$ cat src/rtl/uart_pkg.sv
// Shared types and helpers for the extended UART receiver.
package uart_pkg;

    // Receiver FSM states.
    typedef enum logic [2:0] {
        IDLE,
        START,
        DATA,
        PARITY,
        STOP,
        BRK_WAIT
    } state_t;

    // Parity checking mode after decoding the two-bit control field.
    typedef enum logic [1:0] {
        PAR_NONE,
        PAR_EVEN,
        PAR_ODD
    } parity_t;

    // Widest data field the parity helper has to cover.
    localparam int PAR_MAX_W = 9;

    // 2-of-3 majority vote over the three samples of one bit.
    function automatic logic maj3(input logic a, input logic b, input logic c);
        return (a & b) | (a & c) | (b & c);
    endfunction

    // 00 and 11 both mean no parity.
    function automatic parity_t decode_parity(input logic [1:0] mode);
        parity_t res;
        case (mode)
            2'b01:   res = PAR_EVEN;
            2'b10:   res = PAR_ODD;
            default: res = PAR_NONE;
        endcase
        return res;
    endfunction

    // Parity error over data plus received parity bit; never set without parity.
    function automatic logic parity_fail(input parity_t mode,
                                         input logic [PAR_MAX_W-1:0] data,
                                         input logic pbit);
        logic ones_odd;
        logic res;
        ones_odd = ^{data, pbit};
        case (mode)
            PAR_EVEN: res = ones_odd;
            PAR_ODD:  res = ~ones_odd;
            default:  res = 1'b0;
        endcase
        return res;
    endfunction

endpackage

$ cat src/rtl/uart_rx_ext_baud_gen.sv
// Oversampling tick generator: one tick every divisor+1 clocks.
module uart_baud_gen
    import uart_pkg::*;
#(
    parameter int DIV_W = 16
) (
    input  logic             clk,
    input  logic             reset_n,
    input  logic [DIV_W-1:0] divisor,
    output logic             tick
);

    logic [DIV_W-1:0] cnt;

    // '>=' so a divisor that shrinks below the running count wraps at once.
    assign tick = (cnt >= divisor);

    // Free-running counter 0..divisor, cleared on the tick.
    always_ff @(posedge clk) begin
        if (!reset_n) begin
            cnt <= '0;
        end else if (tick) begin
            cnt <= '0;
        end else begin
            cnt <= cnt + 1'b1;
        end
    end

endmodule

$ cat src/rtl/uart_rx_ext.sv
// Parametrised UART receiver: synchroniser, oversampling FSM with 3-sample
// majority voting, false-start rejection, parity/framing checks and break
// detection.
// Output protocol: rx_done_tick is a one-cycle valid strobe with no ready;
// dout and the three flags are valid from that strobe and hold until the
// next strobe, so the consumer must take them within one frame time.
module uart_rx_ext
    import uart_pkg::*;
#(
    parameter int DBIT  = 8,
    parameter int OVS   = 16,
    parameter int DIV_W = 16
) (
    input  logic             clk,
    input  logic             reset_n,
    input  logic             rx,
    input  logic [DIV_W-1:0] divisor,
    input  logic [1:0]       parity_mode,
    input  logic             two_stop,
    output logic [DBIT-1:0]  dout,
    output logic             rx_done_tick,
    output logic             parity_err,
    output logic             frame_err,
    output logic             break_det,
    output logic             smpl_tick
);

    localparam int SW = $clog2(OVS);
    localparam int NW = $clog2(DBIT);
    // Decision points: middle of the start bit, then one full bit later.
    localparam logic [SW-1:0] K_START = SW'(OVS / 2 - 1);
    localparam logic [SW-1:0] K_BIT   = SW'(OVS - 1);
    localparam logic [NW-1:0] N_LAST  = NW'(DBIT - 1);

    // Synchroniser
    logic rx_meta, rx_sync;

    // FSM and datapath registers
    state_t            state, state_d;
    logic [SW-1:0]     s, s_d;
    logic [NW-1:0]     n, n_d;
    logic [DBIT-1:0]   shreg, shreg_d;
    logic              pbit, pbit_d;
    logic [1:0]        samp, samp_d;
    logic              stop_idx, stop_idx_d;
    logic              ferr_acc, ferr_acc_d;
    logic              all_zero, all_zero_d;
    parity_t           pmode_q, pmode_d;
    logic              two_q, two_d;
    logic [DIV_W-1:0]  div_q, div_d;

    // Registered outputs, next values
    logic [DBIT-1:0]   dout_d;
    logic              done_d, perr_d, ferr_d, brk_d, smpl_d;

    // Sampling helpers
    logic              tick;
    logic [DIV_W-1:0]  div_eff;
    logic [SW-1:0]     k, k_m1, k_m2;
    logic              sampling, decide, bit_v;
    logic              stop_low;

    // Live divisor while idle, the frame's latched copy once a start is seen.
    assign div_eff = (state == IDLE) ? divisor : div_q;

    uart_baud_gen #(.DIV_W(DIV_W)) u_baud_gen (
        .clk     (clk),
        .reset_n (reset_n),
        .divisor (div_eff),
        .tick    (tick)
    );

    // Two-flop synchroniser for the asynchronous line; idles high.
    always_ff @(posedge clk) begin
        if (!reset_n) begin
            rx_meta <= 1'b1;
            rx_sync <= 1'b1;
        end else begin
            rx_meta <= rx;
            rx_sync <= rx_meta;
        end
    end

    assign k        = (state == START) ? K_START : K_BIT;
    assign k_m1     = k - SW'(1);
    assign k_m2     = k - SW'(2);
    assign sampling = (state == START) || (state == DATA) ||
                      (state == PARITY) || (state == STOP);
    assign decide   = sampling && tick && (s == k);
    assign bit_v    = maj3(samp[0], samp[1], rx_sync);
    assign stop_low = ~bit_v;

    // Next-state, sample accumulation, shifting and completion outputs.
    always_comb begin
        state_d    = state;
        s_d        = s;
        n_d        = n;
        shreg_d    = shreg;
        pbit_d     = pbit;
        samp_d     = samp;
        stop_idx_d = stop_idx;
        ferr_acc_d = ferr_acc;
        all_zero_d = all_zero;
        pmode_d    = pmode_q;
        two_d      = two_q;
        div_d      = div_q;
        dout_d     = dout;
        perr_d     = parity_err;
        ferr_d     = frame_err;
        brk_d      = break_det;
        done_d     = 1'b0;
        smpl_d     = decide;

        // Collect the first two votes; the third is the live sample at k.
        if (sampling && tick) begin
            if (s == k_m2) samp_d[0] = rx_sync;
            if (s == k_m1) samp_d[1] = rx_sync;
            s_d = (s == k) ? '0 : s + 1'b1;
        end

        case (state)
            IDLE: begin
                if (!rx_sync) begin
                    state_d = START;
                    s_d     = '0;
                    pmode_d = decode_parity(parity_mode);
                    two_d   = two_stop;
                    div_d   = divisor;
                end
            end
            START: begin
                if (decide) begin
                    if (bit_v) begin
                        state_d = IDLE;
                    end else begin
                        state_d    = DATA;
                        n_d        = '0;
                        all_zero_d = 1'b1;
                    end
                end
            end
            DATA: begin
                if (decide) begin
                    shreg_d    = {bit_v, shreg[DBIT-1:1]};
                    all_zero_d = all_zero & ~bit_v;
                    if (n == N_LAST) begin
                        stop_idx_d = 1'b0;
                        ferr_acc_d = 1'b0;
                        state_d    = (pmode_q != PAR_NONE) ? PARITY : STOP;
                    end else begin
                        n_d = n + 1'b1;
                    end
                end
            end
            PARITY: begin
                if (decide) begin
                    pbit_d     = bit_v;
                    all_zero_d = all_zero & ~bit_v;
                    state_d    = STOP;
                end
            end
            STOP: begin
                if (decide) begin
                    if (!stop_idx && all_zero && stop_low) begin
                        // Line held low through the whole frame: report a break.
                        done_d  = 1'b1;
                        dout_d  = '0;
                        ferr_d  = 1'b1;
                        perr_d  = 1'b0;
                        brk_d   = 1'b1;
                        state_d = BRK_WAIT;
                    end else if (two_q && !stop_idx) begin
                        ferr_acc_d = ferr_acc | stop_low;
                        stop_idx_d = 1'b1;
                    end else begin
                        done_d  = 1'b1;
                        dout_d  = shreg;
                        ferr_d  = ferr_acc | stop_low;
                        perr_d  = parity_fail(pmode_q, PAR_MAX_W'(shreg), pbit);
                        brk_d   = 1'b0;
                        state_d = IDLE;
                    end
                end
            end
            BRK_WAIT: begin
                if (rx_sync) state_d = IDLE;
            end
            default: state_d = IDLE;
        endcase
    end

    // State, datapath and output registers; reset wins over everything.
    always_ff @(posedge clk) begin
        if (!reset_n) begin
            state        <= IDLE;
            s            <= '0;
            n            <= '0;
            shreg        <= '0;
            pbit         <= 1'b0;
            samp         <= '0;
            stop_idx     <= 1'b0;
            ferr_acc     <= 1'b0;
            all_zero     <= 1'b0;
            pmode_q      <= PAR_NONE;
            two_q        <= 1'b0;
            div_q        <= '0;
            dout         <= '0;
            rx_done_tick <= 1'b0;
            parity_err   <= 1'b0;
            frame_err    <= 1'b0;
            break_det    <= 1'b0;
            smpl_tick    <= 1'b0;
        end else begin
            state        <= state_d;
            s            <= s_d;
            n            <= n_d;
            shreg        <= shreg_d;
            pbit         <= pbit_d;
            samp         <= samp_d;
            stop_idx     <= stop_idx_d;
            ferr_acc     <= ferr_acc_d;
            all_zero     <= all_zero_d;
            pmode_q      <= pmode_d;
            two_q        <= two_d;
            div_q        <= div_d;
            dout         <= dout_d;
            rx_done_tick <= done_d;
            parity_err   <= perr_d;
            frame_err    <= ferr_d;
            break_det    <= brk_d;
            smpl_tick    <= smpl_d;
        end
    end

endmodule

$ cat config.mk
export PLATFORM = sky130hd
export DESIGN_NAME = uart_rx_ext
export DESIGN_NICKNAME = d
export VERILOG_FILES = /design/src/rtl/uart_pkg.sv /design/src/rtl/uart_rx_ext_baud_gen.sv /design/src/rtl/uart_rx_ext.sv
export SDC_FILE = /design/constraint.sdc
export NUM_CORES = 1
export LEC_CHECK = 0
export BUFFER_PORTS_ARGS = -buffer_cell sky130_fd_sc_hd__buf_2
export CAP_MARGIN = 15
export CORE_MARGIN = 1
export CORE_UTILIZATION = 55
export DETAILED_ROUTE_END_ITERATION = 10
export HOLD_SLACK_MARGIN = 0.15
export PLACE_DENSITY = 0.75
export SYNTH_ARGS = -nofsm -noshare
export SYNTH_HDL_FRONTEND = slang
export SYNTH_SLANG_ARGS = --single-unit
$ cat constraint.sdc
create_clock -name clk -period 7.3 [get_ports clk]
set_input_delay 0.73 -clock clk [delete_from_list [all_inputs] [get_ports clk]]
set_output_delay 0.73 -clock clk [all_outputs]
set_load 0.005 [all_outputs]
==> Flow_metrics.wiki, run 1 <==
{| class="wikitable"
! Metric !! Value
|-
| Run status || finished, violations left
|-
| Violated checks || design-rule violations
|-
| Average wire length per cell after detail routing || 13.7 um
|-
| Switching part of the total power || 24.2%
|-
| Overflow left after global routing || 0
|-
| Rows || 29
|-
| Vias in the first global route || 2985
|-
| Final hold viol count || 0
|-
| Average cell area after synthesis || 8.49 um^2
|-
| Max frequency || 0.272 GHz
|-
| Start of the worst register-to-register path || state[0]
|-
| Die height || 84.8 um
|-
| CTS tree || yes
|-
| Clk buf depth || 2
|-
| Synth area leaders || sky130_fd_sc_hd__dfxtp_1, sky130_fd_sc_hd__nand2_1, sky130_fd_sc_hd__ha_1
|-
| Weighted congestion at the end of routability-driven global placement || 0.791
|-
| Delay of the slowest critical-path stage || 0.75 ns
|-
| Net switching power || 0.195 mW
|-
| XOR/XNOR share of the synthesized area || 6.04%
|-
| Horizontal extent of the die || 84.8 um
|-
| Number of antenna violations at the first check in global routing || 0
|-
| Filler Cell Count || 560
|-
| Flop and latch count out of synthesis || 74
|-
| Post-CTS clock slew at the launch and capture registers of the worst setup and hold paths || 0.08 ns
|-
| Hold buffer count at CTS || 0
|-
| Worst slew margin || 45.2%
|-
| Combinational power share || 6.7%
|-
| Slew of the pin with the lowest slew margin || 0.816 ns
|-
| Fraction of the mapped netlist area in compound gates || 13.7%
|-
| Clock network fraction of total power || 41.6%
|-
| Pin count of the biggest net entering global routing || 33
|-
| Critical Path Slowest Stage Cell || sky130_fd_sc_hd__nor4_4
|-
| Classification of the worst-slack hold path || flop to flop
|-
| Static leakage || 1.69 nW
|-
| Initial core utilization || 58.0%
|-
| Main combinational cell family by area after synthesis || simple AND/OR/NAND/NOR gates
|-
| Number of slew-limit violations in the final report || 0
|-
| Setup slack after layout || 3.62 ns
|-
| Number of endpoints failing setup at the final stage || 0
|-
| Max-Cap Viols || 0
|-
| Layout cell share with drive strength beyond 1 || 13.1%
|-
| Worst setup path end || n[1]
|-
| Number of H-tree levels || 3
|-
| Vias || 3129
|-
| Endpoint required time on the critical path || 7.59 ns
|-
| Area occupied by registers || 1480 um^2
|-
| Proportion of synthesized area in mux cells || 5.88%
|-
| Number of enable-type register cells in the synthesized netlist || 0
|-
| Yosys warning count || 0
|-
| Top flip-flop cell by instance count after synthesis || sky130_fd_sc_hd__dfxtp_1
|-
| Cell area power density || 193 nW/um^2
|-
| R2r endpoint || n[1]
|-
| Synth area leader || sky130_fd_sc_hd__dfxtp_1
|-
| Setup slack after placement || 3.66 ns
|-
| Worst skew pair latency || 0.35 ns
|-
| Sequential Power Share || 51.7%
|-
| Post-Synth Adder-Cell Area || 7.31%
|-
| Cell area after technology mapping || 3770 um^2
|-
| Share of synthesized area occupied by flip-flops and latches || 39.3%
|-
| Final antenna diode count || 0
|-
| Global-route total usage across every layer || 23.2%
|-
| Slack of the worst reg-to-reg path || 3.62 ns
|-
| CTS Root Buffer Type || sky130_fd_sc_hd__clkbuf_8
|-
| Synth top area share || 39.3%
|-
| Antenna Nets Post-Route || 0
|-
| Via count normalized by instance count || 5.68
|-
| Area taken by multi-input logic gates || 2160 um^2
|-
| # clock sinks || 74
|-
| Crit path max fanout || 19
|-
| Layout overhead on the synthesized area || 10.8%
|-
| Data arrival time at the worst-slack endpoint || 3.97 ns
|-
| I/O pin total || 35
|-
| Setup_tns || 0 ns
|-
| Count of input and output buffers || 34
|-
| Final-stage net count || 513
|-
| Iteration-0 DRC count of the detailed router || 167
|-
| Synth cell count leaders || sky130_fd_sc_hd__nand2_1, sky130_fd_sc_hd__dfxtp_1, sky130_fd_sc_hd__a21oi_1
|-
| Setup Buffers After CTS || 0
|-
| Sum of net half-perimeters after detailed placement || 5.28 mm
|-
| Post-Syn Instances || 444
|-
| Cell Chain, Critical Path || nor3_2 > buf_4 > mux2i_1 > ha_1 > and4_1 > nand2_1 > a2111oi_4 > o31ai_2 > nor4_4 > nor3b_1 > a32o_1
|-
| DRC violations left || 7
|-
| Worst VDD drop || 126 uV
|-
| Die area || 7190 um^2
|-
| Number of nets in the synthesized netlist || 488
|-
| Minimum clock period || 3.68 ns
|-
| Number of buffers added by the clock tree synthesis step || 9
|-
| Dominant cell by count in the synthesized netlist || sky130_fd_sc_hd__nand2_1
|-
| Critical path class || flop to flop
|-
| Total length of routed wires || 7.57 mm
|-
| Wire length of the first global-routing pass || 13.2 mm
|-
| Number of resized instances in the post-cts repair step || 0
|-
| Worst-case reg-to-reg path depth || 11
|-
| CP endpoint kind || flop
|-
| Critical Path Start || state[0]
|-
| Library cells used by synthesis || 52
|-
| Fraction of the cycle the final worst path needs || 50.4%
|-
| Setup repair after global routing missed its margin || false
|-
| DRT Pass-1 Iters || 7
|-
| Element type at the critical path start || flop
|-
| Ys async rst share || 0%
|-
| Worst Skew || 0.0118 ns
|-
| Core region area || 6490 um^2
|-
| Internal power contribution || 0.609 mW
|-
| Simple-gate area share of the yosys netlist || 24.3%
|}
-- layout by cell type (no fill, tap or decap), drive strengths merged, types with 5 or more instances in the layout --
master / instances
nand2: 80
dfxtp: 74
a21oi: 39
buf: 37
nor2: 31
ha: 22
mux2i: 21
nand3: 19
xnor2: 16
o21ai: 16
clkbuf: 11
xor2: 10
nor3: 9
or2: 9
inv: 8
nand3b: 6
a21o: 5
nand2b: 5
nor2b: 5
-- cells by family (layout without fill, tap and decap cells) --
logic type,after synthesis,count (layout)
AO/OA/AOI/OAI,82,82
XOR/XNOR,26,26
adder cells (fa/ha/maj),22,22
buffers and inverters,30,60
flip-flops,74,74
multiplexers,22,22
AND/OR/NAND/NOR,188,188
-- per-layer routing --
layer  global-route usage, %  wire length (um)
met3                    6.19               380
met1                    28.8              3540
met4                    8.17               123
met5                       0                 0
met2                    39.0              3520
-- flip-flops by register name, summed over array words and instances, names as in the netlist, 2 cells and up --
signal,count
div_q,16
shreg,8
n,3
u_baud_gen.cnt,16
state,3
dout,8
samp,2
s,4
pmode_q,2
-- worst min-delay path by stage --
stage	cells after the start	end	slack (ns)	startpoint
after detailed placement	1	rx_sync	0.40	rx_meta
after global placement	1	rx_sync	0.39	rx_meta
after floorplan	1	rx_sync	0.39	rx_meta
after global routing	1	rx_sync	0.43	rx_meta
after CTS	1	rx_sync	0.41	rx_meta
final	1	rx_sync	0.41	rx_meta
-- layout make-up --
class | count | share of cell area, %
clock buffers | 11 | 3.63
multi-input cells | 340 | 51.8
inverters | 7 | 0.630
repair buffers | 37 | 4.62
flip-flops and latches | 74 | 35.5
well taps | 77 | 2.31
clock inverters | 5 | 1.47
-- worst max-delay path: cells and delay by family, from the launching register on --
family          cells  cell delay [ns]
compound gates      3             0.68
fa+ha+maj           1             0.33
buf+inv             1             0.25
flops               1             0.73
mux                 1             0.16
simple gates        5             1.47
-- stage by stage --
step,std cells,util [%],instance area [um^2],hold WS (ns),total power [mW]
floorplan,444,-,3770,0.386,0.462
global placement,535,61.0,3960,0.394,0.476
detailed placement,535,61.0,3960,0.395,0.478
CTS,551,64.2,4170,0.414,0.808
global route,551,64.2,4170,0.429,0.832
finish,551,64.2,4170,0.407,0.804
-- power groups by stage --
stage / sequential (mW) / combinational, mW / clock, mW
4_1_cts: 0.415 / 0.0546 / 0.338
5_1_grt: 0.416 / 0.0618 / 0.354
3_3_place_gp: 0.424 / 0.0517 / 0
2_1_floorplan: 0.421 / 0.0402 / 0
6_report: 0.415 / 0.0542 / 0.334
3_5_place_dp: 0.424 / 0.0539 / 0
(Power assumes the default switching activity.)
==> inputs of run 2 (changes only) <==
==> constraint.sdc (replaced) <==
create_clock -name clk -period 3.8 [get_ports clk]
set_input_delay 0.38 -clock clk [delete_from_list [all_inputs] [get_ports clk]]
set_output_delay 0.38 -clock clk [all_outputs]
set_load 0.005 [all_outputs]
==> run 2 against run 1 <==
Effect of this change: the run still ends with design-rule violations left; non-clock buffer count rose by 4; fmax rose by 5.1%; clock-buffer cell count fell by 2; largest power group unchanged; total power rose by 97%; cell area rose by 1.0%; first-iteration DRC count rose by 9.0%; die area did not move; via count fell by 0.38%; sequential share of layout area fell by 0.36 points; core utilization rose by 0.66 points; clock power rose by 100%; critical path depth did not move.
==> Flow_metrics.wiki, run 2 (synthesis gave the netlist of run 1 again) <==
{| class="wikitable"
! Metric !! Value
|-
| CTS tree || yes
|-
| Final antenna diode count || 0
|-
| Element type at the critical path start || flop
|-
| Data arrival time at the worst-slack endpoint || 3.78 ns
|-
| Classification of the worst-slack hold path || input pin to flop
|-
| Layout overhead on the synthesized area || 11.9%
|-
| # clock sinks || 74
|-
| Total length of routed wires || 7.79 mm
|-
| Global-route total usage across every layer || 23.6%
|-
| Number of buffers added by the clock tree synthesis step || 9
|-
| Worst skew pair latency || 0.35 ns
|-
| Start of the worst register-to-register path || state[1]
|-
| Worst slew margin || 45.9%
|-
| Endpoint required time on the critical path || 4.08 ns
|-
| Average wire length per cell after detail routing || 14.0 um
|-
| Post-route cell area || 4220 um^2
|-
| Number of endpoints failing setup at the final stage || 0
|-
| Internal power contribution || 1.20 mW
|-
| Switching part of the total power || 23.9%
|-
| Via count normalized by instance count || 5.62
|-
| Wire length of the first global-routing pass || 13.4 mm
|-
| Core region area || 6490 um^2
|-
| Combinational power share || 6.9%
|-
| Number of H-tree levels || 3
|-
| Static leakage || 1.72 nW
|-
| Final hold viol count || 0
|-
| Initial core utilization || 58.0%
|-
| Net switching power || 0.378 mW
|-
| Post-route core utilization || 64.9%
|-
| Slew of the pin with the lowest slew margin || 0.811 ns
|-
| Depth of the worst hold-timing path || 2
|-
| Rows || 29
|-
| Max frequency || 0.286 GHz
|-
| Run status || finished, violations left
|-
| Sum of net half-perimeters after detailed placement || 5.53 mm
|-
| Area taken by multi-input logic gates || 2160 um^2
|-
| Most common library cell in the layout ignoring fill and taps || sky130_fd_sc_hd__nand2_1
|-
| Setup_tns || 0 ns
|-
| Hold path startpoint || rx
|-
| Registers with the most flip-flops || div_q: 16 flops, u_baud_gen.cnt: 16 flops
|-
| Worst-case reg-to-reg path depth || 11
|-
| Number of resized instances in the post-cts repair step || 0
|-
| Area occupied by registers || 1480 um^2
|-
| Most frequent cells in the layout || sky130_fd_sc_hd__nand2_1, sky130_fd_sc_hd__dfxtp_1, sky130_fd_sc_hd__a21oi_1
|-
| Overflow left after global routing || 0
|-
| Die area || 7190 um^2
|-
| CP endpoint kind || flop
|-
| Critical path class || flop to flop
|-
| DRT Pass-1 Iters || 7
|-
| Weighted congestion at the end of routability-driven global placement || 0.822
|-
| Number of slew-limit violations in the final report || 0
|-
| Fraction of the cycle the final worst path needs || 92.1%
|-
| Vias || 3117
|-
| I/O pin total || 35
|-
| Vias in the first global route || 2928
|-
| DRC violations left || 6
|-
| Cell area power density || 375 nW/um^2
|-
| Setup Buffers After CTS || 0
|-
| Critical Path Start || state[1]
|-
| Count of input and output buffers || 34
|-
| Layout cell share with drive strength beyond 1 || 13.8%
|-
| Worst Skew || 0.00836 ns
|-
| Max-Cap Viols || 0
|-
| Setup slack after placement || 0.359 ns
|-
| Antenna Nets Post-Route || 0
|-
| Fin cells || 555
|-
| CTS Root Buffer Type || sky130_fd_sc_hd__clkbuf_8
|-
| Die height || 84.8 um
|-
| Overall power || 1.58 mW
|-
| Hold buffer count at CTS || 0
|-
| Sequential Power Share || 50.2%
|-
| Clock network fraction of total power || 42.9%
|-
| Violated checks || design-rule violations
|-
| Placed cells || 539
|-
| Horizontal extent of the die || 84.8 um
|-
| Setup slack after layout || 0.300 ns
|-
| Fin Hold WS || 0.214 ns
|-
| Setup repair after global routing missed its margin || false
|-
| Worst VDD drop || 286 uV
|-
| Iteration-0 DRC count of the detailed router || 182
|-
| Filler Cell Count || 551
|-
| Number of antenna violations at the first check in global routing || 0
|-
| Final-stage net count || 517
|-
| Minimum clock period || 3.50 ns
|-
| Post-CTS clock slew at the launch and capture registers of the worst setup and hold paths || 0.08 ns
|-
| Area of placed instances || 3990 um^2
|-
| Crit path max fanout || 21
|-
| Pin count of the biggest net entering global routing || 32
|-
| Clk buf depth || 2
|}
[run 2: changes by cell type in the layout (fill, tap and decap cells not counted), sizes merged]
cell and change:
buf +4, bufinv +1, clkbuf -2, clkinv +2, clkinvlp -1
[run 2: critical path, cell delays in order (launching register included)]
cell	delay (ns)
sky130_fd_sc_hd__dfxtp_1	0.67
sky130_fd_sc_hd__nor3_2	0.12
sky130_fd_sc_hd__buf_4	0.22
sky130_fd_sc_hd__mux2i_1	0.14
sky130_fd_sc_hd__ha_1	0.32
sky130_fd_sc_hd__and4_1	0.24
sky130_fd_sc_hd__nand2_1	0.12
sky130_fd_sc_hd__a2111oi_4	0.38
sky130_fd_sc_hd__o31ai_2	0.16
sky130_fd_sc_hd__or4_4	0.66
sky130_fd_sc_hd__or2_0	0.26
sky130_fd_sc_hd__a21oi_1	0.14
[run 2: worst paths after layout]
path                             endpoint  slack [ns]
worst min-delay path              rx_meta        0.21
worst max register to register  break_det        0.30
worst min register to register    rx_sync        0.41
worst max-delay path            break_det        0.30
[run 2: final cells by class]
class | instances | area share, %
multi-input cells | 340 | 51.3
flip-flops and latches | 74 | 35.1
repair buffers | 41 | 5.28
clock buffers | 9 | 2.94
clock inverters | 7 | 2.40
well taps | 77 | 2.29
inverters | 7 | 0.623
[run 2: routing by layer]
metal / global-route usage [%] / vias up / wire length [um]
li1: - / 1589 / -
met1: 29.9 / 1442 / 3590
met2: 38.7 / 77 / 3680
met3: 7.28 / 9 / 416
met4: 6.93 / 0 / 97
met5: 0 / - / 0
[run 2: power groups by stage]
stage	logic (mW)	registers (mW)	clock network (mW)
after detailed placement	0.110	0.813	0
after global placement	0.105	0.812	0
after CTS	0.110	0.794	0.691
after global routing	0.123	0.796	0.723
final	0.109	0.794	0.679
after floorplan	0.0774	0.810	0
